**src/rtl/bp_be_fe_cmd_arbiter.sv**
```systemverilog
// BE->FE command arbiter: commit > mispredict > attaboy FIFO, with fence sequencing.
// Optional BP_BE_FE_CMD_ARB_STATS_EN enables the dropped-attaboy counter.
module bp_be_fe_cmd_arbiter #(
  parameter int cmd_width_p        = 64,
  parameter int attaboy_fifo_els_p = 4
) (
  input  logic                   clk_i,
  input  logic                   reset_n_i,
  input  logic                   commit_v_i,
  input  logic [cmd_width_p-1:0] commit_cmd_i,
  input  logic                   spec_v_i,
  input  logic                   spec_attaboy_i,
  input  logic [cmd_width_p-1:0] spec_cmd_i,
  output logic                   spec_ready_o,
  output logic [cmd_width_p-1:0] cmd_o,
  output logic                   cmd_v_o,
  input  logic                   cmd_yumi_i,
  input  logic                   fence_done_i,
  output logic                   fenced_o,
  output logic                   overflow_o,
  output logic [15:0]            attaboy_drops_o
);

  localparam int ptr_w_lp = $clog2(attaboy_fifo_els_p);
  localparam int cnt_w_lp = ptr_w_lp + 1;
  localparam logic [cnt_w_lp-1:0] full_lp =
    cnt_w_lp'(attaboy_fifo_els_p);

  typedef enum logic {e_run, e_fence} state_e;

  state_e state_r, state_n;
  logic run;

  logic                   commit_v_r;
  logic [cmd_width_p-1:0] commit_cmd_r;
  logic                   mis_v_r;
  logic [cmd_width_p-1:0] mis_cmd_r;

  logic [cmd_width_p-1:0] mem_r [attaboy_fifo_els_p];
  logic [ptr_w_lp-1:0]    rptr_r, wptr_r;
  logic [cnt_w_lp-1:0]    cnt_r;

  logic sel_commit, sel_mis, sel_fifo;
  logic fifo_full, spec_acc, mis_acc, ab_acc;
  logic pop, push, flush, ovf_set;

  // FIFO head is only visible in e_run
  assign sel_commit = commit_v_r;
  assign sel_mis    = ~commit_v_r & mis_v_r & run;
  assign sel_fifo   = ~commit_v_r & ~mis_v_r & run
                    & (cnt_r != '0);

  assign cmd_v_o = sel_commit | sel_mis | sel_fifo;

  always_comb begin
    cmd_o = mem_r[rptr_r];
    unique case (1'b1)
      sel_commit: cmd_o = commit_cmd_r;
      sel_mis:    cmd_o = mis_cmd_r;
      default:    cmd_o = mem_r[rptr_r];
    endcase
  end

  assign spec_ready_o = reset_n_i & run & ~commit_v_i
                      & ~commit_v_r & ~mis_v_r;

  assign fifo_full = (cnt_r == full_lp);
  assign spec_acc  = spec_v_i & spec_ready_o;
  assign mis_acc   = spec_acc & ~spec_attaboy_i;
  assign ab_acc    = spec_acc & spec_attaboy_i;
  assign pop       = cmd_yumi_i & sel_fifo;
  assign push      = ab_acc & (~fifo_full | pop);
  assign flush     = commit_v_i | mis_acc;
  assign ovf_set   = commit_v_i & commit_v_r
                   & ~(cmd_yumi_i & sel_commit);

  always_ff @(posedge clk_i or negedge reset_n_i) begin
    if (!reset_n_i) begin
      commit_v_r   <= 1'b0;
      commit_cmd_r <= '0;
      overflow_o   <= 1'b0;
    end else begin
      if (commit_v_i) begin
        commit_v_r   <= 1'b1;
        commit_cmd_r <= commit_cmd_i;
      end else if (cmd_yumi_i & sel_commit) begin
        commit_v_r <= 1'b0;
      end
      if (ovf_set) overflow_o <= 1'b1;
    end
  end

  // A commit squashes any pending mispredict
  always_ff @(posedge clk_i or negedge reset_n_i) begin
    if (!reset_n_i) begin
      mis_v_r   <= 1'b0;
      mis_cmd_r <= '0;
    end else begin
      if (commit_v_i) begin
        mis_v_r <= 1'b0;
      end else if (mis_acc) begin
        mis_v_r   <= 1'b1;
        mis_cmd_r <= spec_cmd_i;
      end else if (cmd_yumi_i & sel_mis) begin
        mis_v_r <= 1'b0;
      end
    end
  end

  always_ff @(posedge clk_i or negedge reset_n_i) begin
    if (!reset_n_i) begin
      rptr_r <= '0;
      wptr_r <= '0;
      cnt_r  <= '0;
    end else if (flush) begin
      rptr_r <= '0;
      wptr_r <= '0;
      cnt_r  <= '0;
    end else begin
      if (pop)  rptr_r <= rptr_r + ptr_w_lp'(1);
      if (push) wptr_r <= wptr_r + ptr_w_lp'(1);
      if (push & ~pop) cnt_r <= cnt_r + cnt_w_lp'(1);
      if (pop & ~push) cnt_r <= cnt_r - cnt_w_lp'(1);
    end
  end

  always_ff @(posedge clk_i or negedge reset_n_i) begin
    if (!reset_n_i) begin
      for (int i = 0; i < attaboy_fifo_els_p; i++)
        mem_r[i] <= '0;
    end else if (push) begin
      mem_r[wptr_r] <= spec_cmd_i;
    end
  end

  always_ff @(posedge clk_i or negedge reset_n_i) begin
    if (!reset_n_i) state_r <= e_run;
    else            state_r <= state_n;
  end

  always_comb begin
    state_n = state_r;
    unique case (state_r)
      e_run:
        if (cmd_yumi_i & (sel_commit | sel_mis))
          state_n = e_fence;
      e_fence:
        if (fence_done_i & ~commit_v_r)
          state_n = e_run;
      default: state_n = e_run;
    endcase
  end

  always_comb begin
    run      = (state_r == e_run);
    fenced_o = (state_r == e_fence);
  end

`ifdef BP_BE_FE_CMD_ARB_STATS_EN
  logic        drop;
  logic [15:0] drops_r;

  assign drop = ab_acc & fifo_full & ~pop;

  always_ff @(posedge clk_i or negedge reset_n_i) begin
    if (!reset_n_i)
      drops_r <= '0;
    else if (drop && drops_r != 16'hFFFF)
      drops_r <= drops_r + 16'd1;
  end

  assign attaboy_drops_o = drops_r;
`else
  assign attaboy_drops_o = '0;
`endif

  a_yumi_needs_v: assert property (
    @(posedge clk_i) disable iff (!reset_n_i)
    cmd_yumi_i |-> cmd_v_o);

endmodule

```
**config.mk**
```make
export PLATFORM = sky130hd
export DESIGN_NAME = bp_be_fe_cmd_arbiter
export DESIGN_NICKNAME = d
export VERILOG_FILES = /design/src/rtl/bp_be_fe_cmd_arbiter.sv
export SDC_FILE = /design/constraint.sdc
export NUM_CORES = 1
export LEC_CHECK = 0
export BUFFER_PORTS_ARGS = -buffer_cell sky130_fd_sc_hd__buf_2
export CAP_MARGIN = 0
export CELL_PAD_IN_SITES_DETAIL_PLACEMENT = 1
export CELL_PAD_IN_SITES_GLOBAL_PLACEMENT = 1
export CORE_MARGIN = 2
export CORE_UTILIZATION = 35
export CTS_CLUSTER_SIZE = 10
export DETAILED_ROUTE_END_ITERATION = 6
export GPL_ROUTABILITY_DRIVEN = 0
export GPL_TIMING_DRIVEN = 0
export MAX_ROUTING_LAYER = met4
export PLACE_DENSITY_LB_ADDON = 0.3
export SLEW_MARGIN = 20
export SYNTH_ARGS = -nofsm -noshare
export SYNTH_HDL_FRONTEND = slang
export SYNTH_SLANG_ARGS = --single-unit
```
**constraint.sdc**
```tcl
create_clock -name clk_i -period 6.5 [get_ports clk_i]
set_input_delay 0.325 -clock clk_i [delete_from_list [all_inputs] [get_ports clk_i]]
set_output_delay 0.325 -clock clk_i [all_outputs]
set_load 0.03 [all_outputs]
```
==> impl_metrics.tcl <==
set metrics [dict create \
    status "finished, final reports clean" \
    dp_hpwl_um 34970 \
    ys_warn_count 0 \
    die_h_um 230.4 \
    grt_overflow_total 0 \
    fillers 5143 \
    worst_slack_ns 2.486 \
    yosysSeqAreaShare_pct 55.09 \
    synth_top_area_cell "dfrtp_1" \
    cts_buffers 47 \
    start_util_pct 35.62 \
    leakage_nw 10.93 \
    netlist_top_cells_area "dfrtp_1 55%, mux2_2 23%, mux4_2 8.0%" \
    io_buffers 201 \
    grt_max_degree 97 \
    fin_crit_sh_pct 61.76 \
    syn_to_final_growth_pct 22.13 \
    via_count 11211 \
    core_region_area_um2 50380 \
    slew_viol_final 0 \
    preCtsSetupSlack_ns 2.968 \
    cp_slowest_stage_delay_ns 0.86 \
    rsz0062_at_grt "no" \
    power.density_nw_per_um2 268.2 \
    antenna_left 0 \
    antenna_found_initial 7 \
    cts_resized 0 \
    yosysUniqueCellTypes 42 \
    worst_hold_path_type "in2reg" \
    nets 1663 \
    final-hold-violation-count 0 \
    grt_pass1_wl_um 77490 \
    tritoncts "yes" \
    synth-async-reset-ratio_pct 100.0 \
    cts.sinks 395 \
    synth_area_um2 17940 \
    synth_top_area_share_pct 55.09 \
    final_cell_mix "395 x dfrtp_1, 362 x mux2_2, 210 x buf_2" \
    worst_pin_slew_ns 1.122 \
    ios 219 \
    total_power_mw 5.878 \
    cp_max_fo 10 \
    drc 0 \
    postSynthCellCount 1194 \
    dr.pass1.iters 6 \
    dieArea_um2 53090 \
    cp.arrival_ns 3.69 \
    setup_viol_count_final 0 \
    cpMaxStageDelayCell "buf_1" \
    wl_um 51690 \
    required_ns 6.17 \
    clk_latency_ns 0.56 \
    end_kind "output pin" \
    slew_headroom_pct 25.21 \
    min_period_ns 4.014 \
    maxCapViolations 0 \
    via_per_inst 5.050 \
    grt_pass1_vias 12330 \
    layout_commonest_cell "dfrtp_1" \
    grt_usage_pct 20.21 \
    die_w_um 230.4 \
    htree_num_levels 2 \
    cts-root-buf "clkbuf_16" \
    clk_pin_slew_ns 0.05 \
    path_cells "inv_1, nand2_1, clkbuf_1, buf_1, mux2i_1, o21ai_0, buf_2" \
    ys.flop_type "dfrtp_1" \
    layout-drive-gt1-share_pct 48.57 \
    fp-row-count 82 \
    wl_per_cell_um 23.28 \
    startpoint_type "flop" \
    peakVddDrop_v 0.0001686 \
    cts_max_path_buffers 3 \
    synth_edf_count 0 \
    postSynthAreaPerCell_um2 15.03 \
    path_class "reg2out" \
    finalCoreUtilization_pct 43.50 \
    synth-seq-cells 395 \
    fmax_mhz 249.1 \
    reg2reg_slack_ns 3.48 \
    drtIter0Drc 474 \
    finClkSkew_ns 0.01251 \
]
[worst paths after layout]
path	from	endpoint	cells after the start
setup / recovery	fenced_o$_DFF_PN0_	cmd_o[1]	7
hold / removal	commit_cmd_i[38]	commit_cmd_r[38]$_DFFE_PN0P_	2
setup reg to reg	commit_v_r$_DFFE_PN0P_	mis_cmd_r[41]$_DFFE_PN0P_	6
hold reg to reg	mem_r[32]$_DFFE_PN0P_	mem_r[32]$_DFFE_PN0P_	1
max in group asynchronous	reset_n_i	mem_r[39]$_DFFE_PN0P_	5
min in group asynchronous	reset_n_i	commit_cmd_r[44]$_DFFE_PN0P_	2
[power by group]
group	internal, mW	switching [mW]	total [mW]
combinational	0.368	0.412	0.780
clock	1.38	0.973	2.35
sequential	2.65	0.0989	2.75
total	4.39	1.48	5.88
[synthesized netlist by cell type (8+ instances only)]
master and n:
nor2_1 8, dfrtp_1 395, mux4_2 64, buf_1 15, buf_2 8, mux2_2 362
o21ai_0 66, mux2i_1 67, nand2_1 68, mux2_1 22, clkbuf_1 28, buf_6 24
buf_4 16
[final cells by class]
| cell class | instances | area, um2 | area share (%) |
|---|---|---|---|
| Buffer | 91 | 599.3 | 2.735 |
| Clock buffer | 66 | 1310 | 5.978 |
| Inverter | 7 | 26.28 | 0.1199 |
| Antenna cell | 6 | 15.01 | 0.06851 |
| Clock inverter | 2 | 10.01 | 0.04568 |
| Timing Repair Buffer | 265 | 1727 | 7.879 |
| Tap cell | 672 | 840.8 | 3.837 |
| Sequential cell | 395 | 9884 | 45.10 |
| Multi-Input combinational cell | 716 | 7502 | 34.23 |
[kinds of logic (layout without fill, tap and decap cells)]
| family | Yosys count | count (layout) | synth area share, % |
|---|---|---|---|
| AO/OA/AOI/OAI | 78 | 78 | 2.427 |
| AND/OR/NAND/NOR | 99 | 99 | 2.615 |
| adder cells (fa/ha/maj) | 5 | 5 | 0.3905 |
| buffers and inverters | 98 | 431 | 3.445 |
| other | 1 | 22 | 0.02090 |
| multiplexers | 515 | 515 | 35.87 |
| flip-flops | 395 | 395 | 55.09 |
| XOR/XNOR | 3 | 3 | 0.1465 |
[worst max-delay path, delay by kind of cell (launching register included)]
kind | cells | cell delay, ns
AOI/OAI and AO/OA | 1 | 0.34
buffers and inverters | 4 | 2.02
DFF | 1 | 0.49
muxes | 1 | 0.17
and+or+nand+nor | 1 | 0.09
[per-layer routing]
metal / vias to the layer above / part of all wire [%] / track usage (%)
met3: 54 / 4.2 / 3.347
met1: 5948 / 44 / 25.69
li1: 4983 / - / -
met5: - / 0 / -
met4: 0 / 2.0 / 5.282
met2: 226 / 50 / 33.64
[state kept, by name, summed over array words and instances, names as in the netlist]
register / count
fenced_o: 1
rptr_r: 2
commit_v_r: 1
wptr_r: 2
mem_r: 256
mis_cmd_r: 64
mis_v_r: 1
cnt_r: 3
overflow_o: 1
commit_cmd_r: 64
[per-stage QoR]
step / instance area (um2) / hold WS, ns / setup TNS [ns] / cells
global placement: 19850 / 0.4687 / -2138.33 / 2082
floorplan: 18000 / 0.02941 / 0 / 1209
detailed placement: 19970 / 0.2590 / 0 / 2086
finish: 21910 / 0.02417 / 0 / 2220
CTS: 21890 / 0.005705 / 0 / 2214
global route: 21910 / 0.001783 / 0 / 2220
[what timing repair did]
action                                 4_1_cts  5_1_grt
hold buffers                                60        0
endpoints found under the hold margin      107        0
buffers inserted                             0        0
(Power assumes the default switching activity.)
